**src/rtl/pipe_add_sub_pkg.sv**
```systemverilog
// Shared definitions for the skewed, segmented add/subtract pipeline:
// operation encoding, per-stage control record and the carry-seed helper.
package pipe_add_sub_pkg;

  typedef enum logic {
    OP_ADD = 1'b0,
    OP_SUB = 1'b1
  } op_e;

  // Control half of a pipeline stage register; the datapath slices vary in
  // width per stage and are declared alongside it.
  typedef struct packed {
    logic valid;
    logic carry;
  } stage_ctrl_t;

  // Subtract is a + ~b + 1, so the first segment is seeded with a 1.
  function automatic logic seed_carry(input logic op, input logic cin);
    return (op == OP_SUB) ? 1'b1 : cin;
  endfunction

endpackage

```
**src/rtl/pipe_add_sub_add_segment.sv**
```systemverilog
// One SEG-bit ripple segment of the skewed adder. Also reports the carry
// into its MSB so the final segment can flag signed overflow.
module add_segment #(
  parameter int SEG = 8
) (
  input  logic [SEG-1:0] a,
  input  logic [SEG-1:0] b,
  input  logic           cin,
  output logic [SEG-1:0] s,
  output logic           cout,
  output logic           c_msb
);

  logic [SEG:0] full;

  assign full  = {1'b0, a} + {1'b0, b} + {{SEG{1'b0}}, cin};
  assign s     = full[SEG-1:0];
  assign cout  = full[SEG];
  // The MSB sum bit is a ^ b ^ carry-in, so the carry-in falls out by XOR.
  assign c_msb = s[SEG-1] ^ a[SEG-1] ^ b[SEG-1];

endmodule

```
**src/rtl/pipe_add_sub.sv**
```systemverilog
// Skewed pipelined adder/subtractor: stage k adds operand segment k with the
// carry registered by stage k-1, under one global stall enable.
module pipe_add_sub
  import pipe_add_sub_pkg::*;
#(
  parameter int WIDTH  = 32,
  parameter int STAGES = 4
) (
  input  logic             clk,
  input  logic             reset,
  input  logic             in_valid,
  output logic             in_ready,
  input  logic             op,
  input  logic             cin,
  input  logic [WIDTH-1:0] a,
  input  logic [WIDTH-1:0] b,
  output logic             out_valid,
  input  logic             out_ready,
  output logic [WIDTH-1:0] sum,
  output logic             cout,
  output logic             ovf,
  output logic             zero
);

  localparam int SEG  = WIDTH / STAGES;
  localparam int LAST = STAGES - 1;

  if (STAGES < 1 || STAGES > WIDTH || (WIDTH % STAGES) != 0) begin : bad_cfg_g
    $error("pipe_add_sub: STAGES must divide WIDTH and lie in 1..WIDTH");
  end

  logic advance;

  // Every stage moves together unless the result at the output is blocked.
  assign in_ready = out_ready || !out_valid;
  assign advance  = in_ready;

  for (genvar k = 0; k < STAGES; k++) begin : stage_g
    localparam int LEFT = WIDTH - k * SEG;

    logic [LEFT-1:0]      a_in;
    logic [LEFT-1:0]      b_in;
    logic                 c_in;
    logic                 v_in;
    logic [SEG-1:0]       seg_s;
    logic                 seg_c;
    logic                 seg_cm;
    logic [(k+1)*SEG-1:0] s_next;
    logic [(k+1)*SEG-1:0] s_q;
    stage_ctrl_t          ctrl;

    if (k == 0) begin : first_g
      assign a_in   = a;
      assign b_in   = (op == OP_SUB) ? ~b : b;
      assign c_in   = seed_carry(op, cin);
      assign v_in   = in_valid;
      assign s_next = seg_s;
    end else begin : next_g
      assign a_in   = stage_g[k-1].fwd_g.a_q;
      assign b_in   = stage_g[k-1].fwd_g.b_q;
      assign c_in   = stage_g[k-1].ctrl.carry;
      assign v_in   = stage_g[k-1].ctrl.valid;
      assign s_next = {seg_s, stage_g[k-1].s_q};
    end

    add_segment #(.SEG(SEG)) u_seg (
      .a     (a_in[SEG-1:0]),
      .b     (b_in[SEG-1:0]),
      .cin   (c_in),
      .s     (seg_s),
      .cout  (seg_c),
      .c_msb (seg_cm)
    );

    // NOTE: state registers use non-blocking assignments so every stage reads
    // its neighbour's pre-edge value; blocking here would collapse the pipe.
    always_ff @(posedge clk or negedge reset) begin
      if (!reset) begin
        ctrl <= '0;
        s_q  <= '0;
      end else if (advance) begin
        ctrl <= '{valid: v_in, carry: seg_c};
        s_q  <= s_next;
      end
    end

    if (k < LAST) begin : fwd_g
      logic [LEFT-SEG-1:0] a_q;
      logic [LEFT-SEG-1:0] b_q;

      // NOTE: forwarded operand slices carry no reset; the stage valid bit
      // already qualifies them, so clearing them would only cost reset fan-out.
      always_ff @(posedge clk) begin
        if (advance) begin
          a_q <= a_in[LEFT-1:SEG];
          b_q <= b_in[LEFT-1:SEG];
        end
      end
    end else begin : out_g
      logic ovf_q;
      logic zero_q;

      always_ff @(posedge clk or negedge reset) begin
        if (!reset) begin
          ovf_q  <= 1'b0;
          zero_q <= 1'b0;
        end else if (advance) begin
          ovf_q  <= seg_c ^ seg_cm;
          zero_q <= (s_next == '0);
        end
      end
    end
  end

  assign out_valid = stage_g[LAST].ctrl.valid;
  assign sum       = stage_g[LAST].s_q;
  assign cout      = stage_g[LAST].ctrl.carry;
  assign ovf       = stage_g[LAST].out_g.ovf_q;
  assign zero      = stage_g[LAST].out_g.zero_q;

endmodule

```
**config.mk**
```make
export PLATFORM = sky130hd
export DESIGN_NAME = pipe_add_sub
export DESIGN_NICKNAME = d
export VERILOG_FILES = /design/src/rtl/pipe_add_sub_pkg.sv /design/src/rtl/pipe_add_sub_add_segment.sv /design/src/rtl/pipe_add_sub.sv
export SDC_FILE = /design/constraint.sdc
export NUM_CORES = 1
export LEC_CHECK = 0
export ABC_AREA = 1
export CAP_MARGIN = 40
export CORE_UTILIZATION = 59
export CTS_CLUSTER_SIZE = 12
export DETAILED_ROUTE_END_ITERATION = 10
export PLACE_DENSITY_LB_ADDON = 0.15
export SLEW_MARGIN = 30
export SYNTH_ARGS = -nofsm -noshare
export SYNTH_HDL_FRONTEND = slang
export SYNTH_SLANG_ARGS = --single-unit
```
**constraint.sdc**
```tcl
create_clock -name clk -period 15.65 [get_ports clk]
set_clock_uncertainty 0.2 [all_clocks]
set_input_delay 3.13 -clock clk [delete_from_list [all_inputs] [get_ports clk]]
set_output_delay 3.13 -clock clk [all_outputs]
set_load 0.01 [all_outputs]
```
=== Word level (Yosys, flattened, before mapping) ===
Index checks and enable logic that the tools add are counted.

* Add/sub/neg operators: 8
* Multiplexer cells: 2
* Reduce and logical (&&, ||, !) cells: 3
* Bitwise logic cells: 4

{| class="wikitable"
|+ Operators by type and width
! operator !! number
|-
| adder 8 x 8 -> 9 bit || 4
|-
| adder 9 x 1 -> 9 bit || 4
|-
| logical NOT 32 bit || 1
|-
| two-way mux 32 bit || 1
|-
| inverter 32 bit || 1
|-
| XOR 1 bit || 3
|-
| logical NOT 1 bit || 1
|-
| logical OR 1 bit || 1
|-
| two-way mux 1 bit || 1
|}

* Logic and storage cells: 37
* Input port bits: 70
* Bits in registers: 186
* Output and inout bits: 37

=== Longest topological paths before layout ===
* Depth in word-level cells: 5
* Mapped depth: 13
* Depth with buffers taken out: 12

=== Cells and area by module ===
A second synthesis with hierarchy kept.

* Cells, all modules: 732
* Area total of the unflattened synthesis: 8209.1 µm²

{| class="wikitable"
|+ By module, submodules not included
! module !! area each (µm²) !! cells an instance !! instances !! sequential area each (µm²)
|-
| pipe_add_sub || 6685.2 || 508 || 1 || 5134.9
|-
| add_segment (stage_g[0].u_seg ...) || 381.6 || 56 || 3 || 0.0
|-
| add_segment (stage_g[2].u_seg) || 379.1 || 56 || 1 || 0.0
|}

=== Least setup slack after synthesis ===
No wires, ideal clock.

* Kind: input port to output port
* Start: input out_ready
* End: output in_ready
* Data arrival time: 6131 ps
* Path buffers: 1
* Setup slack: 6189 ps
* Stages: 3
* Data required time: 12320 ps
* Path through: nor2_4 > inv_6 > clkbuf_1

* Longest elaborated chain between the ends: 1

{| class="wikitable"
|+ RTL lines
! item !! line !! text
|-
| start: declaration || pipe_add_sub.sv:18 || <nowiki>input logic out_ready,</nowiki>
|-
| logical OR 1 bit || pipe_add_sub.sv:35 || <nowiki>assign in_ready = out_ready || !out_valid;</nowiki>
|-
| end: declaration || pipe_add_sub.sv:12 || <nowiki>output logic in_ready,</nowiki>
|}

Every way passes these cells.

=== Worst setup path after layout ===
Same ends and word-level chain as after synthesis.

==> impl_summary.log <==
[metrics] PD cells: 191 nW/um^2
[metrics] overall die height: 118 um
[metrics] min-delay src: stage_g[0].fwd_g.b_q[13]$_DFFE_PP_
[metrics] proportion of layout cells with a drive suffix above 1: 6.55%
[metrics] Die Wd: between 100 and 150 um
[metrics] antenna cell count: 0
[metrics] number of global-route vias before repair: a little under 5000
[metrics] number of primary I/O pins: between 100 and 150
[metrics] via count normalized by instance count: ~5.2
[metrics] final HPWL from detailed placement: slightly above 9 mm
[metrics] category of the critical setup timing path: in2out
[metrics] yosys synthesis warning count: 0
[metrics] Residual DRC: 0
[metrics] IR Drop Worst-Case VDD: between 0.0001 and 0.00015 V
[metrics] clock transition at the registers of the reported paths: 0.07 ns
[metrics] maximum number of pins on one net before global-route repair: about 110
[metrics] synthesized area divided by synthesized cell count: roughly 11 sq um
[metrics] final max-slew violation count: 0
[metrics] total setup buffers inserted after CTS: 0
[metrics] final cell area excluding filler cells: between 9000 and 10000 sq um
[metrics] Worst Setup End Kind: primary output
[metrics] Critical-path top delay cell: clkdlybuf4s50_1
[metrics] IO buf count: about 110
[metrics] clock tree from TritonCTS: done
[metrics] Placed Area: roughly 9200 sq um
[metrics] antenna-violating nets left: 0
[metrics] Net Count, Synth: slightly above 800
[metrics] required time at the endpoint of the critical path: 12.32 ns
[metrics] deepest clock path buffer count: 2
[metrics] Hold Violations, Final: 0
[metrics] outcome: complete, no violations
[metrics] HP Class: reg2reg
[metrics] critical path fanouts, max: 70
[metrics] Num CTS Buffers: 17
[metrics] Final min period: 8.62 ns
[metrics] critical path's top delay family: buffers and inverters
[metrics] Post-CTS Hold Buffers: 0
[metrics] unrepaired setup endpoints after global routing: false
[metrics] slew of the pin with the lowest slew margin: a little over 0.8 ns
[metrics] level count of the clock H-tree: 4
[metrics] Critical Path Most Common Cell: clkdlybuf4s50_1
[metrics] Clock Sinks: 186
[metrics] startpoint type of the worst setup path: input pin
[metrics] average wire per cell in the routed design: approximately 14 um
[metrics] ordered cell list for the critical path: clkdlybuf4s50_1, nor2_4, buf_4, buf_16, inv_6, clkdlybuf4s50_1
[metrics] via total after detailed routing: roughly 5200
[metrics] latest clock arrival within the worst-skew pair: around 0.43 ns
[metrics] clock root cell: clkbuf_16
[metrics] ratio of final minimum period to clock period: a little under three fifths
[metrics] cell depth of the worst flop-to-flop path: 6
[metrics] number of setup violations in the final report: 0
[metrics] Reg2Reg Launch Point: out_valid$_DFFE_PN0P_
[metrics] Critical Path Max Stage Delay: 0.65 ns
[metrics] number of standard-cell rows in the floorplan: 42
[metrics] Data arrival, critical path: between 5 and 6 ns
[metrics] number of antenna violations at the first check in global routing: 0
[metrics] global-route wire length before repair: about 23 mm
[metrics] setup slack of the worst register-to-register path: ~13 ns
[metrics] Iter 0 DRT Violations: around 520
[metrics] post-synthesis cell type count: 33
[metrics] GP Congestion: 0.875
[metrics] number of nets in the layout: 917
[metrics] leftover overflow at the end of global routing: 0
[metrics] Hold Path End: stage_g[1].fwd_g.b_q[5]$_DFFE_PP_
[metrics] cell depth of the worst min-delay path: 0
[metrics] post-synthesis instance area: ~8000 sq um
[metrics] post-synthesis instance total: about 700
[metrics] setup TNS: 0 ns
[metrics] number of detailed-routing iterations run before antenna repair: 4
[metrics] leakage power: between 4 and 5 nW
[metrics] starting density of the core: 60.5%
[metrics] crit path buf inv count: 5
[metrics] Synth Register Bits: 186
[metrics] post-synthesis sequential area ratio: 64.4%
[metrics] Die Outline Area: 14000 sq um
[metrics] max-capacitance violation count: 0
[metrics] reg2reg end: stage_g[0].fwd_g.a_q[2]$_DFFE_PP_
[metrics] number of gates resized after CTS: 0
[metrics] gr usage total: between 20% and 30%
[metrics] wire length after detailed routing: approximately 14 mm
[metrics] Layout area overhead: 23.2%
[metrics] Relative slew margins: between 40 and 50%
[metrics] core box area: 13200 sq um
[metrics] max frequency: between 0.1 and 0.15 GHz
## kinds of logic (layout without fill, tap and decap cells)
kind of cell               Yosys count  count (layout)  synth area share, %
and+or+nand+nor                    249             249                 13.1
DFF                                186             186                 64.4
AOI/OAI and AO/OA                  106             106                 7.14
buffers and inverters               86             207                 4.64
xor gates and xnor gates            40              40                 4.39
adders and majority gates           36              36                 6.40
## routing by layer
layer  track usage (%)  routed length (um)  up-vias
met2              34.2                7040      141
met4              5.61                 127        0
met1              28.7                6070     2438
met3              5.21                 739       12
li1                  -                   -     2567
met5                 0                   0        -
## flip-flops by register name, summed over array words and instances, names as in the netlist
name and count:
sum 32, stage_g.s_q 48, zero 1, ovf 1
stage_g.c_in 3, cout 1, stage_g.fwd_g.a_q 48, stage_g.fwd_g.b_q 48
out_valid 1, stage_g.v_in 3
## final cells by class
cell class / count / area [sq um]
Sequential cell: 186 / 5130
Clock inverter: 15 / 194
Timing Repair Buffer: 111 / 1140
Multi-Input combinational cell: 431 / 2470
Inverter: 64 / 245
Tap cell: 176 / 220
Clock buffer: 17 / 425
Fill cell: 892 / 3360
## placed cells by master, fill, tap and decap left out, types with 2 or more instances in the layout
cell type and n:
clkinv_8 6, buf_16 2, a31oi_1 5, xnor2_1 7
o211ai_1 6, ha_1 28, nand2_1 180, inv_1 62
o21ai_0 51, nand3_2 3, nand3_1 23, dfrtp_1 90
nor2_1 21, nand2_2 5, inv_8 4, o21ai_1 16
xor2_1 33, clkdlybuf4s50_1 104, fa_1 8, clkbuf_16 17
edfxtp_1 96, buf_4 2, inv_6 4, nand4_1 10
a21oi_1 24, or2_1 3, o22ai_1 2, buf_6 2
## synth_stat cells
| master | count | share of area [%] |
|---|---|---|
| nor2_2 | 1 | 0.078 |
| nand4_1 | 10 | 0.78 |
| buf_2 | 9 | 0.56 |
| a21oi_4 | 1 | 0.20 |
| edfxtp_1 | 96 | 36 |
| nor3_1 | 1 | 0.063 |
| o211ai_1 | 6 | 0.56 |
| a31oi_1 | 5 | 0.39 |
| a21oi_2 | 1 | 0.11 |
| a21oi_1 | 24 | 1.5 |
| or2_2 | 1 | 0.078 |
| inv_1 | 62 | 2.9 |
| nand3_2 | 3 | 0.38 |
| nand2_2 | 5 | 0.39 |
| xnor2_1 | 7 | 0.77 |
| dfrtp_1 | 90 | 28 |
| o21ai_1 | 16 | 1.0 |
| buf_6 | 1 | 0.14 |
| nand3_1 | 23 | 1.4 |
| or2_1 | 3 | 0.24 |
| clkbuf_1 | 9 | 0.42 |
| inv_6 | 1 | 0.11 |
| nand2_1 | 180 | 8.5 |
| ha_1 | 28 | 4.4 |
| buf_12 | 1 | 0.25 |
| xor2_1 | 33 | 3.6 |
| o21ai_0 | 51 | 3.2 |
| fa_1 | 8 | 2.0 |
| o22ai_1 | 2 | 0.16 |
| nor2_4 | 1 | 0.14 |
| inv_2 | 1 | 0.047 |
| buf_4 | 2 | 0.19 |
| nor2_1 | 21 | 0.99 |
## per-stage QoR
| step | instances | worst slack [ns] | hold WS [ns] | util [%] | total power, W |
|---|---|---|---|---|---|
| 2_1_floorplan | 703 | 6.19 | 0.200 | - | 0.00123 |
| 4_1_cts | 998 | 6.88 | 0.222 | 74.1 | 0.00188 |
| 3_3_place_gp | 966 | 6.92 | 0.201 | 69.4 | 0.00141 |
| 6_report | 1000 | 7.03 | 0.220 | 74.5 | 0.00187 |
| 5_1_grt | 1000 | 6.87 | 0.226 | 74.5 | 0.00200 |
| 3_5_place_dp | 966 | 6.89 | 0.205 | 69.4 | 0.00145 |
## report_power, final
group	internal, W	switching, W
Clock	0.000219	0.000209
Combinational	0.000271	0.000367
Sequential	0.000724	0.0000847
Total	0.00121	0.000660
## worst max-delay path by stage
| stage | endpoint | slack (ns) | cells past startpoint | start |
|---|---|---|---|---|
| floorplan | in_ready | 6.19 | 3 | out_ready |
| global placement | in_ready | 6.92 | 5 | out_ready |
| detailed placement | in_ready | 6.89 | 5 | out_ready |
| CTS | in_ready | 6.88 | 5 | out_ready |
| finish | in_ready | 7.03 | 6 | out_ready |
| global route | in_ready | 6.87 | 6 | out_ready |
No activity file was read; power rests on OpenSTA's default activity.
